## src/rtl/hpdcache_cmo_arbiter.sv

```systemverilog
// Round-robin arbiter sharing the HPDcache CMO request port between NREQ requesters.
// Serialises CMOs; whole-cache ops hold the ack until the dcache reports drained.
module hpdcache_cmo_arbiter #(
    parameter int unsigned NREQ   = 2,
    parameter int unsigned ADDR_W = 64,
    parameter int unsigned TID_W  = 6,
    parameter int unsigned SID_W  = 3,
    parameter int unsigned OP_W   = 3
) (
    input  logic                   clk_i,
    input  logic                   rst_ni,
    input  logic [NREQ-1:0]        req_valid_i,
    output logic [NREQ-1:0]        req_ready_o,
    input  logic [NREQ*ADDR_W-1:0] req_addr_i,
    input  logic [NREQ*OP_W-1:0]   req_op_i,
    input  logic [NREQ*TID_W-1:0]  req_tid_i,
    output logic [NREQ-1:0]        ack_o,
    output logic [TID_W-1:0]       ack_tid_o,
    input  logic [SID_W-1:0]       dcache_sid_i,
    output logic                   dcache_req_valid_o,
    input  logic                   dcache_req_ready_i,
    output logic [ADDR_W-1:0]      dcache_req_addr_o,
    output logic [OP_W-1:0]        dcache_req_op_o,
    output logic [TID_W-1:0]       dcache_req_tid_o,
    output logic [SID_W-1:0]       dcache_req_sid_o,
    input  logic                   dcache_busy_i
);

    localparam int unsigned PW = (NREQ > 1) ? $clog2(NREQ) : 1;
    localparam logic [NREQ-1:0] ONE = NREQ'(1);

    typedef enum logic [1:0] {IDLE, ISSUE, DRAIN, ACK} state_e;

    state_e            state_q, state_d;
    logic [PW-1:0]     rr_q, rr_d;
    logic [PW-1:0]     win_q, win_d;
    logic [ADDR_W-1:0] addr_q;
    logic [OP_W-1:0]   op_q;
    logic [TID_W-1:0]  tid_q;
    logic [TID_W-1:0]  ack_tid_q;

    logic              arb_found;
    logic [PW-1:0]     arb_idx;
    logic              load;
    logic [ADDR_W-1:0] sel_addr;
    logic [OP_W-1:0]   sel_op;
    logic [TID_W-1:0]  sel_tid;

    // First valid requester at or above rr_q, wrapping modulo NREQ
    always_comb begin
        int unsigned idx;
        logic [PW-1:0] idx_p;
        arb_found = 1'b0;
        arb_idx   = '0;
        idx       = 0;
        idx_p     = '0;
        for (int unsigned i = 0; i < NREQ; i++) begin
            idx = 32'(rr_q) + i;
            if (idx >= NREQ) idx = idx - NREQ;
            idx_p = PW'(idx);
            if (!arb_found && req_valid_i[idx_p]) begin
                arb_found = 1'b1;
                arb_idx   = idx_p;
            end
        end
    end

    always_comb begin
        sel_addr = '0;
        sel_op   = '0;
        sel_tid  = '0;
        for (int unsigned i = 0; i < NREQ; i++) begin
            if (PW'(i) == arb_idx) begin
                sel_addr = req_addr_i[i*ADDR_W +: ADDR_W];
                sel_op   = req_op_i[i*OP_W +: OP_W];
                sel_tid  = req_tid_i[i*TID_W +: TID_W];
            end
        end
    end

    always_comb begin
        state_d            = state_q;
        rr_d               = rr_q;
        win_d              = win_q;
        load               = 1'b0;
        req_ready_o        = '0;
        ack_o              = '0;
        ack_tid_o          = ack_tid_q;
        dcache_req_valid_o = 1'b0;
        unique case (state_q)
            IDLE: begin
                if (arb_found) begin
                    req_ready_o = ONE << arb_idx;
                    load        = 1'b1;
                    win_d       = arb_idx;
                    state_d     = ISSUE;
                end
            end
            ISSUE: begin
                dcache_req_valid_o = 1'b1;
                if (dcache_req_ready_i) begin
                    state_d = op_q[OP_W-1] ? DRAIN : ACK;
                end
            end
            DRAIN: begin
                if (!dcache_busy_i) state_d = ACK;
            end
            ACK: begin
                ack_o     = ONE << win_q;
                ack_tid_o = tid_q;
                rr_d      = (win_q == PW'(NREQ-1)) ? '0 : win_q + PW'(1);
                state_d   = IDLE;
            end
            default: state_d = IDLE;
        endcase
    end

    always_ff @(posedge clk_i or negedge rst_ni) begin
        if (!rst_ni) begin
            state_q   <= IDLE;
            rr_q      <= '0;
            win_q     <= '0;
            addr_q    <= '0;
            op_q      <= '0;
            tid_q     <= '0;
            ack_tid_q <= '0;
        end else begin
            state_q <= state_d;
            rr_q    <= rr_d;
            win_q   <= win_d;
            if (load) begin
                addr_q <= sel_addr;
                op_q   <= sel_op;
                tid_q  <= sel_tid;
            end
            if (state_q == ACK) ack_tid_q <= tid_q;
        end
    end

    assign dcache_req_addr_o = addr_q;
    assign dcache_req_op_o   = op_q;
    assign dcache_req_tid_o  = tid_q;
    assign dcache_req_sid_o  = dcache_sid_i;

endmodule

```

## config.mk

```make
export PLATFORM = sky130hd
export DESIGN_NAME = hpdcache_cmo_arbiter
export DESIGN_NICKNAME = d
export VERILOG_FILES = /design/src/rtl/hpdcache_cmo_arbiter.sv
export SDC_FILE = /design/constraint.sdc
export NUM_CORES = 1
export LEC_CHECK = 0
export ABC_CLOCK_PERIOD_IN_PS = 2650
export CAP_MARGIN = 5
export CORE_MARGIN = 2
export CORE_UTILIZATION = 40
export DETAILED_ROUTE_END_ITERATION = 16
export PLACE_DENSITY = 0.91
export RECOVER_POWER = 100
export SLEW_MARGIN = 10
export SYNTH_ARGS = -nofsm -noshare
export SYNTH_HDL_FRONTEND = slang
export SYNTH_SLANG_ARGS = --single-unit
```

## constraint.sdc

```tcl
create_clock -name clk_i -period 2.65 [get_ports clk_i]
set_clock_uncertainty 0.15 [all_clocks]
set_input_delay 0.53 -clock clk_i [delete_from_list [all_inputs] [get_ports clk_i]]
set_output_delay 0.53 -clock clk_i [all_outputs]
set_load 0.05 [all_outputs]
```

==> metrics.yaml, run 1 <==
status: "completed"
antenna_found_initial: 0
nFillCells: 695
diodes: 0
placed_cell_area_um2: 6300
combPwrFrac_pct: 63.3
yosysWarnings: 0
die_x_um: 102
ctsHoldBuffers: 0
rrSetupSlack_ns: 0.36
final_area_um2: 6410
nNetsFinal: 739
worst_r2r_endpoint: "dcache_req_op_o[0]"
sw_frac_of_total_pct: 51.0
avgSynthCellArea_um2: 10.7
routed_via_density: 5.53
synth_top_cell_by_area: "dfrtp_1"
synth_seq_cells: 83
worstPathArrival_ns: 1.85
synth.top_cells.by_area: "dfrtp_1 (54%), a221o_1 (11%), and2_1 (7.1%), a31oi_1 (4.9%), a21oi_1 (3.9%)"
coreArea_um2: 9330
fin_crit_ns: 2.53
grt_pass1_vias: 3933
routed_wl_um: 12900
slew_viol_final: 0
synth_cells: 360
startpoint_type: "primary input"
drtPass1Iterations: 5
start_util_pct: 41.5
path_clk_slew_ns: 0.09
grt_pass1_wl_um: 19500
power_density_nw_per_um2: 1340
route.vias.total: 3934
syn_area_um2: 3870
setup_viol: 0
hold_viol: 0
layout_commonest_cell: "clkdlybuf4s50_1"
insertion_delay_ns: 0.33
layout-area-overhead-vs-synth_pct: 65.7
dp_hpwl_um: 9630
io_pins: 242
synthesis.nets: 520
yosysSeqAreaShare_pct: 53.7
synth_top_area_share_pct: 53.7
max_cap_violations: 0
grt-ovfl-total: 0
dieHeight_um: 102
grt_max_degree: 45
p_switching_mw: 4.39
post-route-period-util_pct: 95.6
seqPwrFrac_pct: 26.1
r2r-start: "state_q[0]"
root_buffer: "clkbuf_8"
die_area_um2: 10500
p_leak_nw: 2.66
worst_slew_pin_slew_ns: 1.09
cts_buffer_depth: 2
clock_sinks: 83
critPathMaxFanout: 5
layout_common_cells: "clkdlybuf4s50_1 (149), dfrtp_1 (83), dlygate4sd3_1 (74)"
p_int_mw: 4.22
critPathRequiredTime_ns: 1.97
initialDrtViolationCount: 250
hp-class: "primary input to async pin"
irDropWorstVdd_uv: 893
cts_setup_buffers: 0
synth_cell_types: 23
fmax_mhz: 395
drtAntennaViolNets: 0
track_usage_pct: 24.1
rsz0062_at_grt: "false"
r2r_cells: 5
htreeDepth: 3
io_buffers: 235
wl_per_cell_um: 18.1
critPathKind: "primary input to output port"
cts_buffers: 9
power.share.clock_pct: 10.5
layout-drive-gt1-share_pct: 7.03
end_kind: "output port"
place.gp.congestion: 0.803
cts_resized: 0
max-slew-margin-rel_pct: 27.2
tns_ns: 0
drc: 0
fin_util_pct: 68.7
tritoncts: "done"
fp-row-count: 35
==> power groups by stage <==
stage,Clock (mW),Combinational [mW],Sequential (mW)
finish,0.908,5.45,2.25
global route,0.974,5.75,2.33
CTS,0.937,5.79,2.28
detailed placement,0,5.77,2.29
global placement,0,5.61,2.26
floorplan,0,1.91,4.15
==> worst max-delay path by stage <==
| stage | from | end | slack [ns] | cells after the start |
|---|---|---|---|---|
| after floorplan | state_q[0] | ack_o[0] | 0.39 | 3 |
| after CTS | state_q[0] | ack_tid_o[4] | 0.12 | 3 |
| after detailed placement | req_valid_i[1] | dcache_req_op_o[2] | 0.03 | 5 |
| after global placement | req_valid_i[1] | dcache_req_tid_o[5] | 0.18 | 5 |
| final | req_valid_i[1] | req_ready_o[0] | 0.12 | 4 |
| after global routing | state_q[0] | ack_tid_o[3] | 0.03 | 3 |
==> area by class of cell <==
cell class	instances	area, um^2	share of cell area, %
Clock buffer	11	141	2.21
Clock inverter	4	51.3	0.800
Inverter	4	15.0	0.234
Multi-Input combinational cell	235	1570	24.4
Sequential cell	83	2080	32.4
Tap cell	129	161	2.52
Timing Repair Buffer	246	2400	37.4
==> registers in the layout, indices dropped and copies added, names as in the netlist <==
name / count
win_q: 1
rr_q: 1
dcache_req_op_o: 3
state_q: 2
ack_tid_q: 6
dcache_req_addr_o: 64
dcache_req_tid_o: 6
==> layer usage <==
metal	GRT usage [%]	part of all wire, %	up-vias
li1	-	-	1758
met1	28.3	36	1866
met2	40.8	51	270
met3	5.81	9.8	40
met4	12.9	3.6	0
met5	0	0	-
==> cells by family after synthesis <==
kind of cell / synth area share, %
AOI/OAI and AO/OA: 25.1
and+or+nand+nor: 11.4
muxes: 2.33
adders and majority gates: 1.62
DFF: 53.7
buffers and inverters: 5.95
==> critical path: stages <==
cell and delay, ns:
dlygate4sd3_1 0.69, o21ai_4 0.09, a21oi_1 0.34, buf_12 0.19
==> metrics by stage <==
stage	hold slack [ns]	cells	power, mW	setup WS, ns
after floorplan	0.0844	360	6.06	0.393
after global placement	0.327	697	7.87	0.179
after detailed placement	0.332	697	8.06	0.0280
after CTS	0.0267	712	9.00	0.124
after global routing	0.313	712	9.05	0.0254
final	0.223	712	8.61	0.118
==> synthesized netlist by cell type <==
master	number
ha_1	5
buf_6	5
and2_1	44
nor2_1	33
dfrtp_1	83
a21o_1	1
buf_4	7
inv_1	4
a221o_1	44
o221ai_1	1
nor2b_1	3
buf_2	7
a21oi_1	30
nand2_1	1
o21ai_0	30
and3_4	1
mux2_2	8
a21oi_2	1
o21ai_2	1
clkbuf_1	19
nand2b_1	1
o21a_1	1
a31oi_1	30
No activity file was read; power rests on OpenSTA's default activity.
==> inputs of run 2 (changes only) <==
CORE_MARGIN = default   (was 2)
CORE_UTILIZATION = 44   (was 40)
DONT_BUFFER_PORTS = 1   (was default)
PLACE_DENSITY = 0.64   (was 0.91)
==> metrics.yaml, run 2 (synthesized netlist as in run 1, its figures left out) <==
status: "completed"
fmax_mhz: 410  # +3.8%
met2_usage_pct: 35.8  # -5.0 points
root_buffer: "clkbuf_8"
critPathRequiredTime_ns: 1.97  # about the same
cts_buffers: 9  # unchanged
die_area_um2: 9170  # -12%
drtPass1Iterations: 5  # unchanged
irDropWorstVdd_uv: 767  # -14%
setup_viol: 0  # unchanged
use_met3_pct: 6.79  # +0.98 points
grt_pass1_vias: 2836  # -28%
route.vias.total: 2828  # -28%
track_usage_pct: 20.6  # -3.5 points
drc: 0  # unchanged
post-route-period-util_pct: 92.1  # -3.5 points
dieHeight_um: 95.8  # -6.4%
dp_hpwl_um: 6730  # -30%
placed_cell_area_um2: 3890  # -38%
initialDrtViolationCount: 138  # -45%
routed_wl_um: 9670  # -25%
htreeDepth: 3  # unchanged
critPathKind: "register to output port"
place.gp.congestion: 0.757  # -5.7%
slew_viol_final: 0  # unchanged
clock_sinks: 83  # unchanged
max_cap_violations: 0  # unchanged
rsz0062_at_grt: "false"
path_clk_slew_ns: 0.09  # about the same
critPathMaxFanout: 9  # +4
grt-busiest-layer: "met2"
layout_common_cells: "dfrtp_1 (83), a221o_1 (44), nor2_1 (33)"
grt_pass1_wl_um: 13900  # -28%
grt_max_degree: 84  # +87%
max-slew-margin-rel_pct: 25.0  # -2.2 points
p_leak_nw: 1.69  # -36%
start_util_pct: 46.2  # +4.7 points
startpoint_type: "register"
insertion_delay_ns: 0.33  # about the same
fin_crit_ns: 2.44  # -0.0926 ns
antenna_found_initial: 0  # unchanged
tns_ns: 0  # unchanged
cts_buffer_depth: 2  # unchanged
fin_util_pct: 49.1  # -20 points
io_pins: 242  # unchanged
grt-ovfl-total: 0  # unchanged
fp-row-count: 33  # -5.7%
io_buffers: 0  # -100%
largest_register_ffs: 64  # unchanged
layout-drive-gt1-share_pct: 10.1  # +3.0 points
tritoncts: "done"
worstPathArrival_ns: 1.76  # -0.09 ns
end_kind: "output port"
met1_usage_pct: 23.0  # -5.4 points
layout_commonest_cell: "dfrtp_1"
diodes: 0  # unchanged
layout-area-overhead-vs-synth_pct: 6.47
die_x_um: 95.8  # -6.4%
power_density_nw_per_um2: 1800  # +34%
routed_via_density: 6.24  # +13%
hold_viol: 0  # unchanged
hp-class: "primary input to register"
drtAntennaViolNets: 0  # unchanged
coreArea_um2: 8380  # -10%
final_area_um2: 4120  # -36%
worst_slew_pin_slew_ns: 1.12  # +0.0333 ns
wl_per_cell_um: 21.3  # +18%
nNetsFinal: 504  # -32%
[run 2: changes by cell type in the layout (fill, tap and decap cells not counted), moves of 3 or more]
cell,change
buf_4,-9
clkbuf_2,-3
clkdlybuf4s50_1,-149
and2_1,-23
mux2_1,-5
dlygate4sd3_1,-73
and2_0,+22
mux2_2,+5
[run 2: worst max-delay path, stage by stage, from the launching register on]
cell and delay (ns):
dfrtp_1 0.44, ha_1 0.46, mux2_2 0.52
[run 2: metrics by stage]
stage	hold slack (ns)	std cells	setup WS (ns)	power, mW
floorplan	0.0844	360	0.393	6.06
global placement	0.0861	436	0.509	6.43
detailed placement	0.0862	436	0.462	6.51
CTS	0.150	453	0.0817	7.53
global route	0.150	453	0.0324	7.85
finish	0.171	453	0.210	7.42
[run 2: cell type report]
class,instances,area (um^2)
clock buffer,11,141
clock inverter,4,75.1
fill,756,4260
inverter,4,15.0
multi-input combinational,235,1580
sequential,83,2080
tap,105,131
timing repair buffer,11,101
[run 2: routing by layer]
metal / routed length, um / part of all wire [%]
met1: 3850 / 40
met5: 0 / 0
met3: 881 / 9.1
met2: 4780 / 49
met4: 150 / 1.6
[run 2: power breakdown]
| part | internal [mW] | total [mW] | switching, mW |
|---|---|---|---|
| Sequential | 1.87 | 4.27 | 2.40 |
| Combinational | 0.900 | 2.17 | 1.27 |
| Clock | 0.552 | 0.986 | 0.434 |
| Total | 3.32 | 7.42 | 4.10 |
[run 2: path summary, 6_finish.rpt]
check | start | endpoint | slack [ns] | depth (start not counted)
max in group asynchronous | rst_ni | dcache_req_addr_o[26] | 0.78 | 2
max | state_q[0] | ack_tid_o[5] | 0.21 | 2
max reg2reg | state_q[0] | dcache_req_addr_o[20] | 0.39 | 6
min in group asynchronous | rst_ni | win_q | 0.80 | 2
min | req_addr_i[50] | dcache_req_addr_o[50] | 0.17 | 2
min reg2reg | win_q | win_q | 0.36 | 1
[run 2: what timing repair did]
action                                 CTS  global route
hold buffers                             2             0
buffers inserted                         0             0
endpoints found under the hold margin   83             0
gates resized for setup                  0             1
setup endpoints to repair                0             1
